### src/rtl/mem_arbiter.sv
// mem_arbiter: shares one slow memory port between the I-cache and D-cache.
// D-cache has priority; a streak counter limits how many consecutive D grants
// may be issued while the I-cache waits. One transaction outstanding at a time;
// the outgoing request is registered. After each completion a one-cycle TURN
// state gives the finished requester time to drop its request.
// Optional build macro: MEM_ARB_STATS_EN adds saturating grant/wait counters.
module mem_arbiter #(
  parameter int AW           = 28,
  parameter int DW           = 128,
  parameter int D_STREAK_MAX = 4
) (
  input  logic          clk,
  input  logic          rst_n,
  // I-cache side
  input  logic          mem_read_I,
  input  logic          mem_write_I,
  input  logic [AW-1:0] mem_addr_I,
  input  logic [DW-1:0] mem_wdata_I,
  output logic [DW-1:0] mem_rdata_I,
  output logic          mem_ready_I,
  // D-cache side
  input  logic          mem_read_D,
  input  logic          mem_write_D,
  input  logic [AW-1:0] mem_addr_D,
  input  logic [DW-1:0] mem_wdata_D,
  output logic [DW-1:0] mem_rdata_D,
  output logic          mem_ready_D,
  // memory side
  output logic          mem_read,
  output logic          mem_write,
  output logic [AW-1:0] mem_addr,
  output logic [DW-1:0] mem_wdata,
  input  logic [DW-1:0] mem_rdata,
  input  logic          mem_ready
`ifdef MEM_ARB_STATS_EN
  ,
  output logic [15:0]   stat_grant_I,
  output logic [15:0]   stat_grant_D,
  output logic [15:0]   stat_wait_I
`endif
);

  typedef enum logic [1:0] {
    IDLE   = 2'd0,
    BUSY_I = 2'd1,
    BUSY_D = 2'd2,
    TURN   = 2'd3
  } state_t;

  localparam logic [3:0] STREAK_MAX = 4'(D_STREAK_MAX);

  state_t     state_reg;
  state_t     state_next;
  logic [3:0] streak_reg;
  logic [3:0] streak_next;

  logic pend_i;
  logic pend_d;
  logic streak_at_max;
  logic grant_i;
  logic grant_d;
  logic busy_done;

  // A requester is pending whenever either of its strobes is high.
  assign pend_i        = mem_read_I | mem_write_I;
  assign pend_d        = mem_read_D | mem_write_D;
  assign streak_at_max = (streak_reg == STREAK_MAX);

  // The owned transaction finishes when memory reports ready while busy.
  assign busy_done = ((state_reg == BUSY_I) || (state_reg == BUSY_D)) && mem_ready;

  // Arbitration: only in IDLE; D wins unless I has waited out a full streak.
  always_comb begin
    grant_i = 1'b0;
    grant_d = 1'b0;
    if (state_reg == IDLE) begin
      if (pend_d && !(pend_i && streak_at_max)) begin
        grant_d = 1'b1;
      end else if (pend_i) begin
        grant_i = 1'b1;
      end
    end
  end

  // Next-state logic for the ownership FSM.
  always_comb begin
    state_next = state_reg;
    case (state_reg)
      IDLE: begin
        if (grant_d) begin
          state_next = BUSY_D;
        end else if (grant_i) begin
          state_next = BUSY_I;
        end
      end
      BUSY_I, BUSY_D: begin
        if (mem_ready) begin
          state_next = TURN;
        end
      end
      TURN: begin
        state_next = IDLE;
      end
      default: begin
        state_next = IDLE;
      end
    endcase
  end

  // State register.
  always_ff @(posedge clk or negedge rst_n) begin
    if (!rst_n) begin
      state_reg <= IDLE;
    end else begin
      state_reg <= state_next;
    end
  end

  // Streak: counts D grants made over a waiting I; any other grant restarts it.
  always_comb begin
    streak_next = streak_reg;
    if (grant_i) begin
      streak_next = 4'd0;
    end else if (grant_d) begin
      if (pend_i) begin
        streak_next = streak_at_max ? streak_reg : (streak_reg + 4'd1);
      end else begin
        streak_next = 4'd0;
      end
    end
  end

  // Streak counter register.
  always_ff @(posedge clk or negedge rst_n) begin
    if (!rst_n) begin
      streak_reg <= 4'd0;
    end else begin
      streak_reg <= streak_next;
    end
  end

  // Registered memory request: loaded on a grant, strobes cleared on completion.
  // A requester raising read and write together gets only its write forwarded;
  // its read is picked up by a later arbitration.
  always_ff @(posedge clk or negedge rst_n) begin
    if (!rst_n) begin
      mem_read  <= 1'b0;
      mem_write <= 1'b0;
      mem_addr  <= '0;
      mem_wdata <= '0;
    end else if (grant_d) begin
      mem_read  <= mem_read_D & ~mem_write_D;
      mem_write <= mem_write_D;
      mem_addr  <= mem_addr_D;
      mem_wdata <= mem_wdata_D;
    end else if (grant_i) begin
      mem_read  <= mem_read_I & ~mem_write_I;
      mem_write <= mem_write_I;
      mem_addr  <= mem_addr_I;
      mem_wdata <= mem_wdata_I;
    end else if (busy_done) begin
      mem_read  <= 1'b0;
      mem_write <= 1'b0;
    end
  end

  // Ready and read data go straight through to the current owner only;
  // a ready seen in IDLE or TURN is dropped.
  always_comb begin
    mem_ready_I = (state_reg == BUSY_I) && mem_ready;
    mem_ready_D = (state_reg == BUSY_D) && mem_ready;
    mem_rdata_I = mem_ready_I ? mem_rdata : '0;
    mem_rdata_D = mem_ready_D ? mem_rdata : '0;
  end

`ifdef MEM_ARB_STATS_EN
  // Statistics: [0] I grants, [1] D grants, [2] cycles I waits without owning.
  logic [2:0]  stat_inc;
  logic [15:0] stat_val [3];

  assign stat_inc[0] = grant_i;
  assign stat_inc[1] = grant_d;
  assign stat_inc[2] = pend_i && (state_reg != BUSY_I);

  genvar gi;
  generate
    for (gi = 0; gi < 3; gi++) begin : g_stat
      logic [15:0] cnt_reg;

      // Saturating event counter.
      always_ff @(posedge clk or negedge rst_n) begin
        if (!rst_n) begin
          cnt_reg <= 16'd0;
        end else if (stat_inc[gi] && (cnt_reg != 16'hFFFF)) begin
          cnt_reg <= cnt_reg + 16'd1;
        end
      end

      assign stat_val[gi] = cnt_reg;
    end
  endgenerate

  assign stat_grant_I = stat_val[0];
  assign stat_grant_D = stat_val[1];
  assign stat_wait_I  = stat_val[2];
`endif

endmodule

### config.mk
export PLATFORM = sky130hd
export DESIGN_NAME = mem_arbiter
export DESIGN_NICKNAME = d
export VERILOG_FILES = /design/src/rtl/mem_arbiter.sv
export SDC_FILE = /design/constraint.sdc
export NUM_CORES = 1
export LEC_CHECK = 0
export CORE_AREA = 3 3 337 339
export CTS_CLUSTER_DIAMETER = 80
export DETAILED_ROUTE_END_ITERATION = 10
export DIE_AREA = 0 0 340 342
export GPL_TIMING_DRIVEN = 0
export PLACE_DENSITY = 0.33
export SLEW_MARGIN = 25
export SYNTH_ARGS = -nofsm -noshare
export SYNTH_HDL_FRONTEND = slang
export SYNTH_SLANG_ARGS = --single-unit
### constraint.sdc
create_clock -name clk -period 2.28 [get_ports clk]
set_input_delay 0.456 -clock clk [delete_from_list [all_inputs] [get_ports clk]]
set_output_delay 0.456 -clock clk [all_outputs]
set_load 0.02 [all_outputs]
# [Word-level counts from Yosys, hierarchy flattened]
# Cells that the tools add are included.
[totals] regBits=164 output_inout_bits=416 elab_cells=57
[classes] addsub=1 n_eq_ne=7 mux=24 bitwise_logic=6 reduce_logical=13
[ops] cell="two-way mux 128 bit" n=4
[ops] cell="two-way mux 28 bit" n=2
[ops] cell="two-way mux 4 bit" n=4
[ops] cell="two-way mux 1 bit" n=10
[ops] cell="two-way mux 2 bit" n=3
[ops] cell="one-hot mux 2 bit (3 select lines)" n=1
[ops] cell="logical AND 1 bit" n=5
[ops] cell="adder 4 x 1 -> 4 bit (second input constant)" n=1
[ops] cell="== test 2 bit (second input constant)" n=2
[ops] cell="== test 4 x 3 -> 1 bit (second input constant)" n=1
[ops] cell="AND reduction 2 bit" n=2
[ops] cell="inequality test 3 x 2 -> 1 bit (second input constant)" n=1
[ops] cell="inequality test 3 bit (second input constant)" n=1
[ops] cell="nonzero test 3 bit" n=1
[ops] cell="AND 1 bit" n=2
[ops] cell="== test 2 x 1 -> 1 bit (second input constant)" n=1
[ops] cell="logical NOT 2 bit" n=1
[ops] cell="inequality test 2 bit (second input constant)" n=1
[ops] cell="NOT 1 bit" n=2
[ops] cell="OR 1 bit" n=2
[ops] cell="nonzero test 2 bit" n=1
[ops] cell="OR reduction 2 bit" n=1
[ops] cell="logical NOT 1 bit" n=1
[ops] cell="logical OR 1 bit" n=1

# [Logic depth before layout (Yosys ltp)]
# Gate-level depths: netlist of the first run.
[logic_depth] depth_word=9 ltp_mapped=8 ltp_nobuf=5

# [Worst setup path after synthesis of the first run]
# No wires, ideal clock.
[synth_timing] path_type="input to output" from="input mem_ready" to="output mem_rdata_D[100]" arrival_time_ps=1433 required_time_ps=1824 slack_ps=391 cell_stages=4 path_cell_list="clkbuf_1 clkbuf_1 clkbuf_1 and3_1"
[synth_between] elab_chain_cells=2
[synth_lines] item="start: declaration" line_no="34" text="input logic mem_ready"
[synth_lines] item="logical AND 1 bit" line_no="171" text="mem_ready_D = (state_reg == BUSY_D) && mem_ready;"
[synth_lines] item="two-way mux 128 bit" line_no="173" text="mem_rdata_D = mem_ready_D ? mem_rdata : '0;"
[synth_lines] item="end: declaration" line_no="26" text="output logic [DW-1:0] mem_rdata_D,"
# Every way passes these cells.

# [Worst setup path in the final report of the first run]
[layout_timing] from="register state_reg[1]" to="output mem_rdata_D[98]"
[layout_between] elab_chain_cells=3
[layout_lines] item="start: declaration" line_no="52" text="state_t state_reg;"
[layout_lines] item="start signal: assignment" line_no="115" text="state_reg <= state_next;"
[layout_lines] item="== test 2 bit" line_no="171"
[layout_lines] item="logical AND 1 bit" line_no="171"
[layout_lines] item="two-way mux 128 bit" line_no="173"
# Every way passes these cells.

==> results by group, run 1 <==
Pwr
  – Leak: between 9 and 10 nW
  – Comb power frac: 0.673
  – Sequential power share: 0.201
  – Power after layout: 0.0263 W
  – Psw: 0.0123 W
  – Sw Share: 0.469
  – P_int: 0.0140 W
  – Clock Power Share: 0.127
  – PwrDens: between 1000 and 1500 nW/um^2
  – VDD IR max: about 0.47 mV

STA
  – Minimum clock period after layout: between 2 and 2.5 ns
  – Fmax: ~420 MHz
  – Worst slew pin tran: roughly 0.65 ns
  – Final hold viol count: 0
  – Post-Route Skew: about 0.028 ns
  – Fin Setup TNS: -13.15 ns
  – Crit share post-route: 1.05
  – Worst setup slack after layout: -0.109 ns
  – Unrepaired setup endpoints after global routing: yes
  – Worst relative slew slack: 0.568
  – Setup violators final: 234
  – Count of pins over their slew limit: 0

Global routing
  – Global Route Usage Sum: 0.171
  – Met2 usage: 0.331
  – Vias in the first global route: around 16,000
  – GR Layer Usage met1: 0.177
  – Grt met3 use: 0.0541
  – Most Used Layer, Global Route: met2
  – First-pass GRT wire length: approximately 140,000 um
  – Largest net degree at the start of global routing: 73
  – GRT overflow: 0
  – Initial antenna violation count: 38

Finish
  – Layout cells sized above 1: 0.286
  – Max FFs per register: around 130
  – Register area: approximately 4000 sq um
  – Area of the multi-input gates: 6500 sq um
  – Fillers: about 12,000
  – Nets@finish: about 2,700
  – Area growth from synthesis to layout: 125%

Drt
  – Vias: 14,900
  – Initial DRC Count: around 770
  – Wire per inst: about 28 um
  – Vias per cell: 4.03
  – Remaining routing DRC violations: 0
  – Final WL: ~100,000 um
  – DRT Pass-1 Iters: 5
  – DRT antenna net count: 0

Synth
  – Synth Register Bits: 164
  – Post-Syn Instances: 1,282
  – Largest family of logic cells by synthesized area: simple AND/OR/NAND/NOR gates
  – Post-synth top area cell: dfrtp_1
  – Ys Warns: 0
  – Multiplexer share of the synthesized area: 0.00202
  – Number of library cell types mapped by synthesis: 35
  – Syn_nets: 1,735
  – Mapped cell area: between 10,000 and 15,000 sq um
  – Adder-cell share of the synthesized area: 0.00713
  – Syn avg cell area: around 8.2 sq um
  – Simple-Gate Fraction of Synth Area: 0.276
  – Xor-xnor portion of the synthesized cell area: 0
  – Compound-Gate Fraction of Synth Area: 0.255
  – Synth top area cells: dfrtp_1 (39%), and3_1 (15%), o2111ai_1 (13%)
  – Yosys top cell area share: 0.390
  – Sequential fraction of the synthesis area: 0.390

Setup path
  – Crit-path max cell delay: ~0.4 ns
  – Worst r2r path cells: 8
  – Worst-path fanout max: 10
  – Reg-to-Reg Start: streak_reg[0]
  – Critical Path Source Type: flip-flop
  – WS Path Type: reg2out
  – WP data required: 1.82 ns
  – Worst R2R Setup Slack: around 0.10 ns
  – Slowest cell on the critical path: dfrtp_1
  – Worst EP arrival: about 1.9 ns
  – Worst R2R End: mem_wdata[27]
  – Cell chain of the critical path: buf_6 > ha_4 > clkbuf_16 > clkbuf_16 > and3_4 > buf_6
  – CP Capture Type: output pin

CTS
  – Worst skew pair latency: 0.50 ns
  – CTS clock-pin slew for the worst setup and hold paths: around 0.080 ns
  – Root buffer cell: clkbuf_16
  – CTS tree: done
  – Clock Sinks: between 150 and 200
  – H-Tree Depth: 4
  – Maximum buffer depth of the clock tree: 2
  – Cts bufs inserted: 17

Flow run
  – Max_cap viols: 0

Floorplanning
  – # IOs: 863
  – Die height: 342 um
  – Initial Utilization: 0.0952
  – Area of the core: 111,000 sq um
  – Std-Cell Rows: about 120
  – Die ar.: around 120,000 sq um
  – Die width: about 340 um

Placement
  – Routability congestion estimate: just over 0.9
  – Hpwl dp: slightly below 90,000 um
  – Port buffer count: 860

Outcome
  – Failing checks: setup timing
  – Outcome: finished with violations

Hold path
  – HP Class: in2async
-- per-stage QoR --
step	util	instances	hold WS, ns	setup slack (ns)	area [sq um]
3_3_place_gp	0.190	3630	0.481	-7.80	21000
5_1_grt	0.214	3701	0.472	-0.206	23700
3_5_place_dp	0.191	3634	0.412	-1.52	21100
4_1_cts	0.206	3683	0.432	-0.200	22800
6_report	0.214	3713	0.473	-0.109	23700
2_1_floorplan	-	1282	0.160	0.391	10500
-- Yosys cell counts --
library cell	count
a211oi_1	1
a21oi_1	1
a22o_1	1
a311o_1	2
a31oi_1	2
a41o_1	1
and2_1	2
and3_1	258
and3b_1	1
buf_1	19
buf_2	25
buf_4	1
clkbuf_1	136
dfrtp_1	164
ha_1	6
inv_1	7
mux2_2	1
mux2i_1	1
nand2_1	318
nand2b_1	1
nand3_1	2
nand3b_1	1
nand4_1	1
nand4b_1	1
nor2_1	2
nor2_2	1
nor2b_1	3
o2111ai_1	156
o211ai_1	156
o21ai_0	4
o21ai_1	1
o22a_1	2
o22ai_1	2
o41ai_4	1
or2_2	1
-- logic make-up after synthesis --
group	Yosys count
AO/OA/AOI/OAI	330
adder cells (fa/ha/maj)	6
buffers and inverters	188
flip-flops	164
multiplexers	2
AND/OR/NAND/NOR	592
-- worst max-delay path, delay by kind of cell (launching register included) --
kind,cells,cell delay (ns)
flops,1,0.40
fa+ha+maj,1,0.23
simple gates,1,0.18
buf+inv,4,0.64
-- placed cells by master (no fill, tap or decap), drive strengths merged, types with 3 or more instances in the layout --
cell type / n
clkinv: 4
diode: 14
o211ai: 156
clkbuf: 152
and3: 258
bufinv: 3
inv: 11
nor2: 3
clkdlybuf4s50: 601
nand2: 318
clkdlybuf4s15: 9
o2111ai: 156
dfrtp: 164
o21ai: 5
nor2b: 3
buf: 334
ha: 6
-- per-layer routing --
metal,vias up,routed length [um]
li1,6684,-
met1,7413,37300
met2,680,56600
met3,139,7880
met4,30,2910
met5,-,190
-- worst max-delay path by stage --
| stage | from | endpoint | slack (ns) | cells after the start |
|---|---|---|---|---|
| after floorplan | mem_ready | mem_rdata_D[100] | 0.39 | 4 |
| after global placement | rst_n | mem_wdata[85] | -7.80 | 1 |
| after detailed placement | mem_ready | mem_rdata_D[78] | -1.52 | 5 |
| after CTS | state_reg[0] | mem_rdata_D[52] | -0.20 | 6 |
| after global routing | state_reg[1] | mem_rdata_D[84] | -0.21 | 6 |
| final | state_reg[1] | mem_rdata_D[98] | -0.11 | 6 |
-- layout make-up --
| type | count | area share |
|---|---|---|
| timing repair buffer | 898 | 0.391 |
| multi-input combinational | 930 | 0.274 |
| sequential | 164 | 0.173 |
| tap | 1488 | 0.0784 |
| buffer | 180 | 0.0558 |
| clock buffer | 19 | 0.0187 |
| clock inverter | 13 | 0.00722 |
| antenna | 14 | 0.00148 |
| inverter | 7 | 0.00111 |
-- timing repair --
action / 4_1_cts / 5_1_grt
pin swaps: 2 / 2
gates resized for setup: 1674 / 357
setup endpoints to repair: 425 / 416
endpoints found under the hold margin: 43 / 0
gates cloned: 10 / 7
hold buffers: 1 / 0
buffers inserted: 6 / 10
-- power groups by stage --
stage	combinational [W]	clock, W	sequential [W]
2_1_floorplan	0.00537	0	0.00669
3_3_place_gp	0.0155	0	0.00530
3_5_place_dp	0.0156	0	0.00531
4_1_cts	0.0171	0.00348	0.00530
5_1_grt	0.0189	0.00354	0.00544
6_report	0.0177	0.00334	0.00528
No activity file was read; power rests on OpenSTA's default activity.
==> run 2: changes to the inputs <==
CTS_BUF_LIST = sky130_fd_sc_hd__clkbuf_8 sky130_fd_sc_hd__clkbuf_16   (was unset)
==> run 2 against run 1 <==
Highest routed layer unchanged. Cell area stayed put. Largest cell class unchanged. The flow still finishes with violations (setup timing). Flip-flop and latch count stayed put. Routed wire length hardly changed. Clock-buffer cell count is 1 lower. Combinational power hardly changed. Setup slack hardly changed.
==> results by group, run 2 (same netlist as run 1, synthesis figures left out) <==
Setup path
  – Reg-to-Reg Start: streak_reg[0]
  – Worst-path fanout max: 10
  – Worst r2r path cells: 8
  – Critical Path Source Type: flip-flop
  – CP Capture Type: output pin
  – Worst R2R Setup Slack: roughly 0.1 ns
  – Worst R2R End: mem_wdata[27]
  – WP data required: 1.82 ns
  – Worst EP arrival: just under 2 ns
  – WS Path Type: reg2out

STA
  – Crit share post-route: 1.05
  – Worst relative slew slack: 0.568
  – Worst setup slack after layout: -0.109 ns
  – Final hold viol count: 0
  – Setup violators final: roughly 230
  – Post-Route Skew: ~0.028 ns
  – Fmax: between 400 and 500 MHz
  – WHS: approximately 0.47 ns
  – Unrepaired setup endpoints after global routing: yes
  – Worst slew pin tran: roughly 0.65 ns
  – Minimum clock period after layout: between 2 and 2.5 ns
  – Count of pins over their slew limit: 0

Drt
  – Vias per cell: 4.03
  – DRT Pass-1 Iters: 5
  – Vias: about 15,000
  – Wire per inst: ~28 um
  – Remaining routing DRC violations: 0
  – Final WL: between 100,000 and 150,000 um
  – Met2 wire length: 56,600 um
  – Initial DRC Count: roughly 770
  – Length of routed met3 wiring: 7880 um
  – M1 WL: about 37,000 um
  – DRT antenna net count: 0
  – Top Metal Used: met5

Global routing
  – First-pass GRT wire length: 138,000 um
  – Global Route Usage Sum: 0.171
  – Vias in the first global route: 15,700
  – Largest net degree at the start of global routing: 73
  – Initial antenna violation count: 38
  – GRT overflow: 0

Placement
  – Port buffer count: 860
  – Placed Cells: 3,634
  – DP Worst Slack: -1.52 ns
  – Hpwl dp: slightly below 90,000 um
  – Routability congestion estimate: 0.920

Floorplanning
  – Area of the core: roughly 110,000 sq um
  – Initial Utilization: 0.0952
  – Die width: 340 um
  – Std-Cell Rows: between 100 and 150
  – Die height: ~340 um
  – # IOs: 863
  – Die ar.: between 100,000 and 150,000 sq um

CTS
  – Clock Sinks: 164
  – H-Tree Depth: 4
  – Worst skew pair latency: around 0.50 ns
  – CTS tree: done
  – Cts bufs inserted: 17
  – CTS clock-pin slew for the worst setup and hold paths: roughly 0.08 ns
  – Maximum buffer depth of the clock tree: 2
  – Root buffer cell: clkbuf_16

Finish
  – Nets@finish: ~2,700
  – Register area: approximately 4100 sq um
  – Area of the multi-input gates: around 6500 sq um
  – Most frequent cells in the layout: clkdlybuf4s50_1 (601), nand2_1 (318), buf_6 (213)
  – Area growth from synthesis to layout: 125%
  – Post-Layout Cell Count: around 3,700
  – Fillers: ~12,000
  – Max FFs per register: ~130
  – Most common cell after layout, fill and taps aside: clkdlybuf4s50_1
  – Layout cells sized above 1: 0.286

Hold path
  – HP Class: in2async

Pwr
  – VDD IR max: 0.467 mV
  – Leak: between 9 and 10 nW
  – PwrDens: roughly 1100 nW/um^2
  – Power after layout: approximately 0.026 W

Flow run
  – Max_cap viols: 0

Outcome
  – Outcome: finished with violations
  – Failing checks: setup timing
==> run 2: cell types whose count changed in the layout (fill, tap and decap cells not counted) <==
cell      change
clkbuf_1      -1
inv_1         +1
==> run 2: cell type report <==
class	count	area share
timing repair buffer	898	0.391
multi-input combinational	930	0.274
sequential	164	0.173
tap	1488	0.0784
buffer	180	0.0558
clock buffer	18	0.0185
clock inverter	14	0.00738
antenna	14	0.00148
inverter	7	0.00111
==> run 2: stage by stage <==
step	instance area [sq um]	setup TNS, ns	util
3_3_place_gp	21000	-1698.37	0.190
2_1_floorplan	10500	0	-
4_1_cts	22800	-39.58	0.206
6_report	23700	-13.14	0.214
3_5_place_dp	21100	-422.47	0.191
5_1_grt	23700	-32.86	0.214
==> run 2: timing repair <==
item                                    CTS  global route
setup endpoints to repair               425           416
endpoints found under the hold margin    43             0
hold buffers                              1             0
gates cloned                             10             7
setup buffers                             6            10
pin swaps                                 2             2
resized for setup                      1674           357
==> run 2: critical path, stage by stage (launching register included) <==
cell and delay [ns]:
dfrtp_1 0.40, buf_6 0.12, ha_4 0.23, clkbuf_16 0.21, clkbuf_16 0.17, and3_4 0.18, buf_6 0.14
==> run 2: worst max-delay path by stage <==
stage,to,cells past startpoint,startpoint
2_1_floorplan,mem_rdata_D[100],4,mem_ready
3_3_place_gp,mem_wdata[85],1,rst_n
3_5_place_dp,mem_rdata_D[78],5,mem_ready
4_1_cts,mem_rdata_D[52],6,state_reg[0]
5_1_grt,mem_rdata_D[84],6,state_reg[1]
6_report,mem_rdata_D[98],6,state_reg[1]
==> run 2: layer usage <==
layer | up-vias | GRT usage
met4 | 30 | 0.0441
met3 | 139 | 0.0541
met2 | 680 | 0.331
li1 | 6684 | -
met1 | 7413 | 0.177
met5 | - | 0
==> run 2: report_power, final <==
group	switching, W	internal (W)	total [W]
Combinational	0.00981	0.00789	0.0177
Sequential	0.000956	0.00432	0.00528
Clock	0.00157	0.00177	0.00333
==> run 3: changes to the inputs <==
TNS_END_PERCENT = 5   (was unset)
==> run 3 against run 2 <==
The run still ends with setup timing left. Core utilization decreased by 0.84 points. Sequential power hardly changed. Power fell by 4.1%. Non-clock buffer count down 22. Worst hold slack improved by 0.0045 ns. Flip-flop and latch count stayed put. Routed wire length is 1.3% lower. First-iteration DRC count is 3.6% lower. Largest cell class unchanged. Largest power group unchanged.
==> results by group, run 3 (same netlist as run 1, synthesis figures left out) <==
Pwr
  – PwrDens: approximately 1100 nW/um^2
  – Leak: 9.46 nW
  – Power after layout: around 0.025 W
  – Comb power frac: 0.659
  – Clock Power Share: 0.132
  – P_int: between 0.01 and 0.015 W
  – Sw Share: 0.476
  – Sequential power share: 0.210
  – Psw: 0.0120 W
  – VDD IR max: 0.464 mV

Global routing
  – Vias in the first global route: 15,600
  – Largest net degree at the start of global routing: 73
  – First-pass GRT wire length: around 140,000 um
  – Global Route Usage Sum: 0.170
  – Initial antenna violation count: 40
  – GRT overflow: 0

Floorplanning
  – # IOs: ~860
  – Die height: 342 um
  – Area of the core: roughly 110,000 sq um
  – Std-Cell Rows: 122
  – Initial Utilization: 0.0952
  – Die ar.: between 100,000 and 150,000 sq um
  – Die width: about 340 um

Drt
  – Final WL: ~100,000 um
  – Wire per inst: approximately 28 um
  – Initial DRC Count: 746
  – Remaining routing DRC violations: 0
  – DRT Pass-1 Iters: 4
  – Vias per cell: approximately 4.0
  – DRT antenna net count: 0
  – Vias: approximately 15,000

Setup path
  – Critical Path Source Type: flip-flop
  – Worst EP arrival: slightly below 2 ns
  – WP data required: 1.82 ns
  – Worst-path fanout max: 10
  – WS Path Type: reg2out
  – CP Capture Type: output pin

STA
  – Worst slew pin tran: between 0.5 and 0.6 ns
  – Minimum clock period after layout: between 2 and 2.5 ns
  – Post-Route Skew: 0.0300 ns
  – Fmax: slightly above 400 MHz
  – Final hold viol count: 0
  – Count of pins over their slew limit: 0
  – Crit share post-route: 1.05
  – Worst setup slack after layout: -0.124 ns
  – Setup violators final: 157
  – WHS: approximately 0.48 ns
  – Worst relative slew slack: 0.606
  – Unrepaired setup endpoints after global routing: yes

Flow run
  – Max_cap viols: 0

Hold path
  – HP Class: in2async

CTS
  – H-Tree Depth: 4
  – Maximum buffer depth of the clock tree: 2
  – Root buffer cell: clkbuf_16
  – Worst skew pair latency: roughly 0.50 ns
  – Cts bufs inserted: 17
  – CTS tree: done
  – Clock Sinks: about 160
  – CTS clock-pin slew for the worst setup and hold paths: about 0.080 ns

Placement
  – Port buffer count: 860
  – Area after DPL: around 21,000 sq um
  – Routability congestion estimate: 0.920
  – Hpwl dp: slightly below 90,000 um

Finish
  – Max FFs per register: 128
  – Nets@finish: between 2,000 and 3,000
  – Final Instance Area: between 20,000 and 25,000 sq um
  – Layout cells sized above 1: 0.234
  – Final Core Density: 0.206
  – Most common cell after layout, fill and taps aside: clkdlybuf4s50_1
  – Most frequent cells in the layout: clkdlybuf4s50_1 (601), nand2_1 (318), and3_1 (195)
  – Area growth from synthesis to layout: 116%

Outcome
  – Failing checks: setup timing
  – Outcome: finished with violations
run 3: final timing paths:
| path | end | startpoint | cells past startpoint | slack, ns |
|---|---|---|---|---|
| setup / recovery | mem_rdata_D[90] | state_reg[0] | 6 | -0.12 |
| hold / removal | mem_wdata[17] | rst_n | 2 | 0.48 |
| max in group asynchronous | mem_wdata[98] | rst_n | 3 | 0.97 |
| hold reg to reg | mem_wdata[23] | mem_wdata[23] | 2 | 0.50 |
| setup reg to reg | mem_wdata[108] | streak_reg[0] | 8 | -0.04 |
| min in group clk | mem_wdata[23] | mem_wdata[23] | 2 | 0.50 |
run 3: what timing repair did:
item,4_1_cts,5_1_grt
endpoints found under the setup margin,425,418
endpoints found under the hold margin,43,0
pin swaps,2,3
hold buffers,1,0
gates cloned,3,0
resized for setup,1350,520
setup buffers,6,1
run 3: layout make-up:
type / count / area (sq um)
fill: 12300 / 87900
timing repair buffer: 875 / 8850
multi-input combinational: 930 / 6040
sequential: 164 / 4100
tap: 1488 / 1860
buffer: 181 / 1270
clock buffer: 18 / 439
clock inverter: 14 / 175
antenna: 13 / 32.5
inverter: 7 / 26.3
run 3: critical path: stages (launching register included):
cell and delay [ns]:
dfrtp_1 0.43, inv_2 0.11, ha_4 0.24, clkbuf_16 0.19
clkbuf_8 0.16, and3_1 0.18, buf_4 0.15
run 3: power groups by stage:
stage | Clock (W) | Combinational (W) | Sequential, W
after floorplan | 0 | 0.00537 | 0.00669
after global placement | 0 | 0.0155 | 0.00530
after detailed placement | 0 | 0.0156 | 0.00531
after CTS | 0.00347 | 0.0163 | 0.00530
after global routing | 0.00354 | 0.0178 | 0.00544
final | 0.00332 | 0.0166 | 0.00529
run 3: per-layer routing:
layer  global-route usage  part of all wire  vias to the layer above  wire (um)
met5                    0            0.0015                        -        152
met4               0.0518             0.033                       24       3390
met3               0.0538             0.074                      128       7620
met2                0.325              0.53                      662      55100
met1                0.176              0.36                     7278      37300
li1                     -                 -                     6628          -
run 3: stage by stage:
stage | cells | setup WS [ns] | TNS, ns
final | 3690 | -0.124 | -10.53
after global routing | 3680 | -0.212 | -31.55
after CTS | 3676 | -0.197 | -51.73
after detailed placement | 3634 | -1.52 | -422.47
after global placement | 3630 | -7.80 | -1698.37
after floorplan | 1282 | 0.391 | 0
